File: config.mk
export PLATFORM = sky130hd
export DESIGN_NAME = adder_seq_ctrl
export DESIGN_NICKNAME = d
export VERILOG_FILES = /design/src/rtl/adder_ctrl_pkg.sv /design/src/rtl/adder_slice.sv /design/src/rtl/skip_carry_adder.sv /design/src/rtl/adder_seq_ctrl.sv
export SDC_FILE = /design/constraint.sdc
export NUM_CORES = 1
export LEC_CHECK = 0
export CAP_MARGIN = 20
export CORE_ASPECT_RATIO = 0.6
export CORE_MARGIN = 1.5
export CORE_UTILIZATION = 47
export CTS_CLUSTER_SIZE = 25
export DETAILED_ROUTE_END_ITERATION = 16
export PLACE_DENSITY = 0.75
export SETUP_SLACK_MARGIN = 0.5
export SLEW_MARGIN = 30
export SYNTH_ARGS = -nofsm -noshare
export SYNTH_HDL_FRONTEND = slang
export SYNTH_SLANG_ARGS = --single-unit
File: constraint.sdc
create_clock -name clk_i -period 4.13 [get_ports clk_i]
set_clock_uncertainty 0.1 [all_clocks]
set_input_delay 0.826 -clock clk_i [delete_from_list [all_inputs] [get_ports clk_i]]
set_output_delay 0.826 -clock clk_i [all_outputs]
set_load 0.1 [all_outputs]
File: src/rtl/adder_ctrl_pkg.sv
// Shared types and constants for the segmented add/subtract sequencer.
package adder_ctrl_pkg;

   localparam int DEF_WIDTH = 32;
   localparam int DEF_SLICE = 8;

   typedef enum logic [1:0] {
      IDLE = 2'd0,
      RUN  = 2'd1,
      DONE = 2'd2
   } state_t;

   // Width of a counter that must hold 0..nseg inclusive.
   function automatic int cnt_w(input int nseg);
      return $clog2(nseg + 1);
   endfunction

endpackage

File: src/rtl/adder_slice.sv
// Combinational SLICE-bit carry-skip adder: ripple chain of cells plus a bypass mux
// that forwards cin directly when every bit of the group propagates.
module adder_slice #(
   parameter int SLICE = 8
) (
   input  logic [SLICE-1:0] a,
   input  logic [SLICE-1:0] b,
   input  logic             cin,
   output logic [SLICE-1:0] sum,
   output logic             cout,
   output logic             grp_p
);

   logic [SLICE:0]   c;
   logic [SLICE-1:0] p;

   assign c[0] = cin;

   for (genvar i = 0; i < SLICE; i++) begin : g_cell
      skip_carry_adder u_cell (
         .a    (a[i]),
         .b    (b[i]),
         .cin  (c[i]),
         .sum  (sum[i]),
         .cout (c[i+1]),
         .p    (p[i])
      );
   end

   assign grp_p = &p;
   // With the whole group propagating, the ripple result equals cin; the mux lets cin bypass the chain.
   assign cout  = grp_p ? cin : c[SLICE];

endmodule

File: src/rtl/skip_carry_adder.sv
// One-bit full-adder cell exposing its propagate term for the slice-level carry skip.
module skip_carry_adder (
   input  logic a,
   input  logic b,
   input  logic cin,
   output logic sum,
   output logic cout,
   output logic p
);

   assign p    = a ^ b;
   assign sum  = p ^ cin;
   assign cout = (a & b) | (p & cin);

endmodule

File: src/rtl/adder_seq_ctrl.sv
// Signed WIDTH-bit add/subtract done one SLICE-bit segment per cycle, LSB first, through a shared slice.
// Result valid NSEG cycles after accept and held in DONE until the consumer takes it; no new operands meanwhile.
module adder_seq_ctrl
   import adder_ctrl_pkg::*;
#(
   parameter int WIDTH = DEF_WIDTH,
   parameter int SLICE = DEF_SLICE
) (
   input  logic                                clk_i,
   input  logic                                rst_ni,
   input  logic                                in_valid_i,
   output logic                                in_ready_o,
   input  logic [WIDTH-1:0]                    a_i,
   input  logic [WIDTH-1:0]                    b_i,
   input  logic                                sub_i,
   output logic                                out_valid_o,
   input  logic                                out_ready_i,
   output logic [WIDTH-1:0]                    sum_o,
   output logic                                cout_o,
   output logic                                ovf_o,
   output logic [cnt_w(WIDTH/SLICE)-1:0]       skip_cnt_o,
   output logic                                busy_o
);

   localparam int NSEG = WIDTH / SLICE;
   localparam int CW   = cnt_w(NSEG);
   localparam int SW   = $clog2(NSEG);

   state_t            state_q;
   logic [WIDTH-1:0]  a_q;
   logic [WIDTH-1:0]  b_q;
   logic [WIDTH-1:0]  res_q;
   logic              carry_q;
   logic [SW-1:0]     seg_q;
   logic [CW-1:0]     skip_q;

   logic [SLICE-1:0]  seg_a;
   logic [SLICE-1:0]  seg_b;
   logic [SLICE-1:0]  seg_sum;
   logic              seg_cout;
   logic              seg_p;
   logic              last_seg;
   logic              seg_ovf;

   assign seg_a    = a_q[int'(seg_q)*SLICE +: SLICE];
   assign seg_b    = b_q[int'(seg_q)*SLICE +: SLICE];
   assign last_seg = (seg_q == SW'(NSEG - 1));

   // b_q already holds the inverted operand for subtracts, so this is the plain signed-add overflow rule.
   assign seg_ovf  = (seg_a[SLICE-1] == seg_b[SLICE-1]) && (seg_sum[SLICE-1] != seg_a[SLICE-1]);

   adder_slice #(
      .SLICE (SLICE)
   ) u_slice (
      .a     (seg_a),
      .b     (seg_b),
      .cin   (carry_q),
      .sum   (seg_sum),
      .cout  (seg_cout),
      .grp_p (seg_p)
   );

   always_ff @(posedge clk_i or negedge rst_ni) begin
      if (!rst_ni) begin
         state_q    <= IDLE;
         a_q        <= '0;
         b_q        <= '0;
         res_q      <= '0;
         carry_q    <= 1'b0;
         seg_q      <= '0;
         skip_q     <= '0;
         sum_o      <= '0;
         cout_o     <= 1'b0;
         ovf_o      <= 1'b0;
         skip_cnt_o <= '0;
      end else begin
         case (state_q)
            IDLE: begin
               if (in_valid_i) begin
                  a_q     <= a_i;
                  b_q     <= b_i ^ {WIDTH{sub_i}};
                  carry_q <= sub_i;
                  seg_q   <= '0;
                  skip_q  <= '0;
                  state_q <= RUN;
               end
            end
            RUN: begin
               res_q[int'(seg_q)*SLICE +: SLICE] <= seg_sum;
               carry_q <= seg_cout;
               skip_q  <= skip_q + CW'(seg_p);
               seg_q   <= seg_q + 1'b1;
               // Visible outputs update only at completion so they stay put until the next result.
               if (last_seg) begin
                  sum_o      <= {seg_sum, res_q[WIDTH-SLICE-1:0]};
                  cout_o     <= seg_cout;
                  ovf_o      <= seg_ovf;
                  skip_cnt_o <= skip_q + CW'(seg_p);
                  state_q    <= DONE;
               end
            end
            DONE: begin
               if (out_ready_i) begin
                  state_q <= IDLE;
               end
            end
            default: state_q <= IDLE;
         endcase
      end
   end

   assign in_ready_o  = (state_q == IDLE);
   assign out_valid_o = (state_q == DONE);
   assign busy_o      = (state_q != IDLE);

endmodule

# Word-level counts from Yosys, hierarchy flattened
# Cells that the tools add are included.
# totals
out_inout_bits	40
in_bits	69
elab_cells	88
regBits	141
# classes
addsub	3
mux	12
n_shift	4
n_bitwise	41
eq_ne	8
reduce_logical	9
# op_table
cell	n
variable part select 32 x 6 -> 8 bit	2
negator 5 -> 33 bit	1
variable shift 8 x 33 -> 32 bit (first input constant)	1
variable part select 8 x 33 -> 32 bit	1
bitwise mux 32 bit	1
XOR 32 bit	1
AND 1 bit	16
XOR 1 bit	16
two-way mux 2 bit	4
bitwise OR 1 bit	8
AND reduction 8 bit	1
case mux 2 bit (3 select lines)	1
case mux 3 bit (2 select lines)	1
AND reduction 2 bit	3
== test 2 bit (second input constant)	2
inequality test 2 bit (second input constant)	2
case mux 2 bit (2 select lines)	1
nonzero test 2 bit	2
adder 3 x 1 -> 3 bit	1
two-way mux 3 bit	1
AND reduction 3 bit	1
adder 2 x 1 -> 2 bit (second input constant)	1
== test 2 x 1 -> 1 bit (second input constant)	1
logical NOT 2 bit	1
other kinds (6)	7

# Logic depth before layout (Yosys ltp)
# Gate-level depths: netlist (run 1).
# depth
depth_word	20
depth_mapped	15
mapped_depth_nobuf	13

# Hierarchy
# From an unflattened synthesis (run 1), not the netlist that was laid out.
# unflattened
hier_cells	466
hier_area_um2	6093.3
# modules_own_cells
module	n_inst	cells_each	area_per_inst_um2
adder_seq_ctrl	1	446	5803.1
skip_carry_adder	8	2	32.5
adder_slice	1	4	30.0

# Worst setup path after synthesis (run 1)
# No wires, ideal clock.
# synth_timing
path_kind	reg-to-reg
from	register seg_q[0]
to	register ovf_o
t_required_ps	3935
n_path_buf	1
setup_slack_ps	-378
path_stages_with_launch	15
t_arrival_ps	4313
period_less_slack_ps	4508
setup_time_ps	95
cell_sequence	dfrtp_1 > buf_2 > mux4_2 > fa_1 > inv_1 > fa_1 > fa_1 > fa_1 > fa_1 > fa_1 > fa_1 > inv_1 > fa_1 > xnor2_1 > o31ai_1
# synth_via
elab_chain_cells	19
elab_cells_between_ends	37
# synth_lines
element	line	text
start, declared	adder_seq_ctrl.sv:34	logic [SW-1:0] seg_q;
start signal, assigned	adder_seq_ctrl.sv:92	seg_q <= seg_q + 1'b1;
variable part select 32 x 6 -> 8 bit, on equally long branches	adder_seq_ctrl.sv:45, adder_seq_ctrl.sv:46	
XOR 1 bit	skip_carry_adder.sv:11	assign p = a ^ b;
AND 1 bit	skip_carry_adder.sv:13	assign cout = (a & b) | (p & cin);
bitwise OR 1 bit	skip_carry_adder.sv:13	
AND 1 bit	skip_carry_adder.sv:13	
bitwise OR 1 bit	skip_carry_adder.sv:13	
AND 1 bit	skip_carry_adder.sv:13	
bitwise OR 1 bit	skip_carry_adder.sv:13	
[4 not listed]	-	
AND 1 bit	skip_carry_adder.sv:13	
bitwise OR 1 bit	skip_carry_adder.sv:13	
AND 1 bit	skip_carry_adder.sv:13	
bitwise OR 1 bit	skip_carry_adder.sv:13	
XOR 1 bit (*)	skip_carry_adder.sv:12	assign sum = p ^ cin;
named net u_slice.g_cell[7].u_cell.sum	skip_carry_adder.sv:6	output logic sum,
inequality test 1 bit (*)	adder_seq_ctrl.sv:50	assign seg_ovf = (seg_a[SLICE-1] == seg_b[SLICE-1]) && (seg_sum[SLICE-1] != seg_a[SLICE-1]);
logical AND 1 bit (*)	adder_seq_ctrl.sv:50	
end signal, assigned	adder_seq_ctrl.sv:97	ovf_o <= seg_ovf;
end, declared	adder_seq_ctrl.sv:20	output logic ovf_o,
# The timed path passes the listed nets; every way through them passes the cells marked *.
# A chain may end at the register's enable or synchronous reset.

# Worst setup path in the final report (run 1)
# layout_timing
from	register seg_q[0]
to	register res_q[15]
# layout_via
elab_chain_cells	19
elab_cells_between_ends	43
# layout_lines
element	line	text
variable part select 32 x 6 -> 8 bit, on equally long branches	adder_seq_ctrl.sv:45, adder_seq_ctrl.sv:46	
XOR 1 bit	skip_carry_adder.sv:11	
AND 1 bit	skip_carry_adder.sv:13	
bitwise OR 1 bit	skip_carry_adder.sv:13	
AND 1 bit	skip_carry_adder.sv:13	
bitwise OR 1 bit	skip_carry_adder.sv:13	
AND 1 bit	skip_carry_adder.sv:13	
bitwise OR 1 bit	skip_carry_adder.sv:13	
[4 not listed]	-	
AND 1 bit	skip_carry_adder.sv:13	
bitwise OR 1 bit	skip_carry_adder.sv:13	
AND 1 bit	skip_carry_adder.sv:13	
bitwise OR 1 bit	skip_carry_adder.sv:13	
XOR 1 bit (*)	skip_carry_adder.sv:12	
named net u_slice.g_cell[7].u_cell.sum	skip_carry_adder.sv:6	
variable part select 8 x 33 -> 32 bit (*)	adder_seq_ctrl.sv:89	res_q[int'(seg_q)*SLICE +: SLICE] <= seg_sum;
bitwise mux 32 bit (*)	adder_seq_ctrl.sv:89	
end signal, assigned by index	adder_seq_ctrl.sv:89	
end, declared	adder_seq_ctrl.sv:32	logic [WIDTH-1:0] res_q;
# Marks and branches as above.

==> key figures, run 1 <==
Status
  – Status: finished with violations
  – Failing checks: setup timing

Detailed routing
  – Via count: roughly 4.2k
  – Wirelength, routed: approximately 14000 µm
  – Post-DR wirelength/cell: 16.9 µm
  – Initial DRC count: roughly 290
  – Post-route ant nets: 0
  – Vias per cell: 5.14
  – Pre-antenna DRT Iters: 4
  – DRC Markers: 0

STA
  – Fmax: about 0.23 GHz
  – Slew headroom: roughly a third
  – Final hold vios: 0
  – Fin Hold WS: about 340 ps
  – Period minus WS final: between 4000 and 5000 ps
  – Setup violators final: 5
  – Tightest Pin Transition: 980 ps
  – Final worst slack: -182 ps
  – RSZ-0062 raised after global routing: yes
  – Fin. max-slew vios: 0
  – Part of the cycle the worst path needs: 104%

Yosys
  – Netlist cell types: 38
  – Register area share after synthesis: a little over half
  – Mapped Area: about 6200 µm²
  – Net Count, Synth: about 620
  – Compound-Gate Fraction of Synth Area: slightly above 9%
  – #FFs+latches synth: roughly 130
  – Xor/xnor share of the synthesized area: about 4.8%
  – Main combinational cell family by area after synthesis: simple AND/OR/NAND/NOR gates
  – Gate Count Post-Synth: about 530
  – Simple-gate area share of the yosys netlist: between 10 and 15%
  – Mux contribution to synthesized area: 10.8%
  – Yosys warns: 0
  – Post-synthesis area per instance: approximately 12 µm²
  – Post-synthesis adder-cell area fraction: approximately 5.6%

Placement
  – Port bufs: about 110
  – Dpl hpwl: just over 10000 µm
  – DP Worst Slack: -174 ps
  – GPL Wtd Cong: 0.888
  – Placed cell area: 7450 µm²

CTS
  – Clock Sinks: 133
  – Reg clk slew, reported paths: 60 ps
  – Worst-Skew Late Latency: between 400 and 500 ps
  – CTS tree: built
  – CTS H-Tree Depth: 4
  – Clock root cell: clkbuf_16
  – Clk buf depth: 2
  – CTS Hold Bufs: 0
  – Num CTS Buffers: 17

Floorplan
  – # IOs: about 110
  – DIE WIDTH: 152 µm
  – Initial Utilization: roughly half
  – DIE AREA: roughly 14000 µm²
  – Core footprint: between 10000 and 15000 µm²
  – Die Height: approximately 92 µm
  – Num rows: 32

GRT
  – Total track usage: about a fifth
  – First-pass GRT wire length: 22700 µm
  – Number of global-route vias before repair: 4277
  – Met2 Track Usage GR: around 30%
  – Largest net degree at the start of global routing: between 80 and 90
  – Initial antenna violation count: 0
  – GRT met3 Usage: between 6 and 7%
  – Congestion Overflow GR: 0
  – Met1 usage in global routing: about a third
  – Top Usage Layer GRT: met1

Setup path
  – Startpoint Class: flip-flop
  – Crit-path max cell delay: roughly 460 ps
  – Crit path DAT: roughly 4500 ps
  – CP bufs+invs: 5
  – Worst R2R Path Depth: 15
  – Req. time, crit path: ~4300 ps
  – Worst path cell trace: mux4_2 -> fa_2 -> inv_2 -> fa_2 -> fa_2 -> fa_2 -> fa_2 -> fa_2 -> fa_2 -> inv_2 -> fa_2 -> buf_4 -> buf_6 -> inv_2 -> o2bb2ai_1
  – CP max-delay cell: fa_2
  – Critical path capture point type: flip-flop
  – CP top delay family: adder cells
  – Crit path depth: 15
  – Most frequent CP cell: fa_2
  – CP Class: reg -> reg
  – CP Max Fanout: 5

Finish
  – Fin area: about 8000 µm²
  – Area grow syn2layout: 29.6%
  – Diode count: 0
  – Layout cells sized above 1: between 20% and 30%
  – Nets: 736

Min path
  – Hold Path Class: in -> async

Job
  – Max-Cap Viols: 0
==> routing by layer <==
| layer | part of all wire (%) | vias up |
|---|---|---|
| met5 | 0 | - |
| met4 | 1.0 | 0 |
| met3 | 6.8 | 17 |
| met2 | 43 | 136 |
| met1 | 49 | 2084 |
| li1 | - | 2012 |
==> cells in the final DEF, fill, tap and decap left out, drive strengths merged, types with 2 or more instances in the layout <==
cell type,Yosys,final
clkinv,0,5
nor3b,2,2
clkbuf,3,23
fa,8,8
nand4,3,3
buf,27,21
xnor2,34,34
mux2,27,27
o2bb2ai,20,20
dfrtp,133,133
nor2b,2,2
mux4,16,16
clkdlybuf4s50,0,105
inv,21,21
o21ai,45,45
o31ai,2,2
nand2b,2,2
bufinv,0,3
nand3,4,4
ha,15,15
nand2,147,147
a22o,4,4
==> through the flow <==
stage	TNS (ps)	util, %	cells
finish	-729	62.8	827
floorplan	-143	-	529
global placement	-107	57.8	792
CTS	-294	62.6	825
detailed placement	-366	57.8	792
global route	-1200	62.8	827
==> cell usage after synthesis <==
cell | count | area share (%)
o21ai_0 | 12 | 0.96
a31oi_1 | 1 | 0.10
a21oi_1 | 1 | 0.080
mux2i_1 | 1 | 0.16
nand2_1 | 147 | 8.8
or3b_4 | 1 | 0.18
nor2b_1 | 2 | 0.20
nor3b_2 | 2 | 0.40
mux2_2 | 27 | 4.9
and3_1 | 1 | 0.10
and4b_1 | 1 | 0.16
ha_1 | 15 | 3.0
inv_1 | 21 | 1.3
o21ai_1 | 11 | 0.88
nand3_2 | 1 | 0.16
or2_2 | 1 | 0.10
a22o_1 | 4 | 0.56
mux4_2 | 16 | 5.8
nand4b_1 | 1 | 0.14
o21ai_2 | 22 | 3.1
o2bb2ai_1 | 20 | 2.8
buf_2 | 11 | 0.88
fa_1 | 8 | 2.6
xnor2_1 | 34 | 4.8
nand4_1 | 3 | 0.30
buf_6 | 14 | 2.5
nand3_1 | 3 | 0.24
or3_1 | 1 | 0.10
nand2b_1 | 2 | 0.20
o31ai_1 | 2 | 0.24
a211oi_2 | 1 | 0.20
nand3b_1 | 1 | 0.12
buf_4 | 2 | 0.24
a41oi_1 | 1 | 0.14
nor2_1 | 1 | 0.060
clkbuf_1 | 3 | 0.18
nor4bb_1 | 1 | 0.16
dfrtp_1 | 133 | 53
==> final timing paths <==
| check | start | to | slack, ps |
|---|---|---|---|
| max | seg_q[0] | res_q[15] | -180 |
| min | rst_ni | sum_o[18] | 340 |
| max reg2reg | seg_q[0] | res_q[15] | -180 |
| min reg2reg | a_q[6] | a_q[6] | 370 |
| max in group asynchronous | rst_ni | seg_q[0] | 2720 |
| min in group clk_i | a_q[6] | a_q[6] | 370 |
==> state kept, by name, indices dropped and copies added, names as in the netlist <==
| name | count |
|---|---|
| a_q | 32 |
| b_q | 32 |
| sum_o | 32 |
| res_q | 24 |
| skip_cnt_o | 3 |
| skip_q | 3 |
| seg_q | 2 |
| state_q | 2 |
| carry_q | 1 |
| cout_o | 1 |
| ovf_o | 1 |
==> kinds of logic after synthesis <==
logic type,Yosys count
flops,133
xor+xnor,34
simple gates,169
buf+inv,51
compound gates,75
fa+ha+maj,23
mux,44
==> area by class of cell <==
cell class                      count  area (µm²)
Fill cell                         994        4800
Clock inverter                      9         126
Tap cell                          170         213
Inverter                           21        78.8
Clock buffer                       23         468
Sequential cell                   133        3330
Multi-Input combinational cell    345        2660
Timing Repair Buffer              126        1220
==> timing repair <==
item	in CTS	in global routing
setup endpoints to repair	11	11
pin swaps	4	0
setup buffers	1	2
gates resized for setup	7	1
endpoints found under the hold margin	0	0
Power of run 1 is left out: the tool's default activity adds up to more than one toggle a clock period on the data nets, which glitch-free logic cannot reach.
==> run 2: changes to the inputs <==
- CTS_CLUSTER_DIAMETER: not set -> 40
==> results of run 2 <==
Final layout, timing and power as in run 1 (identical DEF).
Power of run 2 is left out for the same reason.
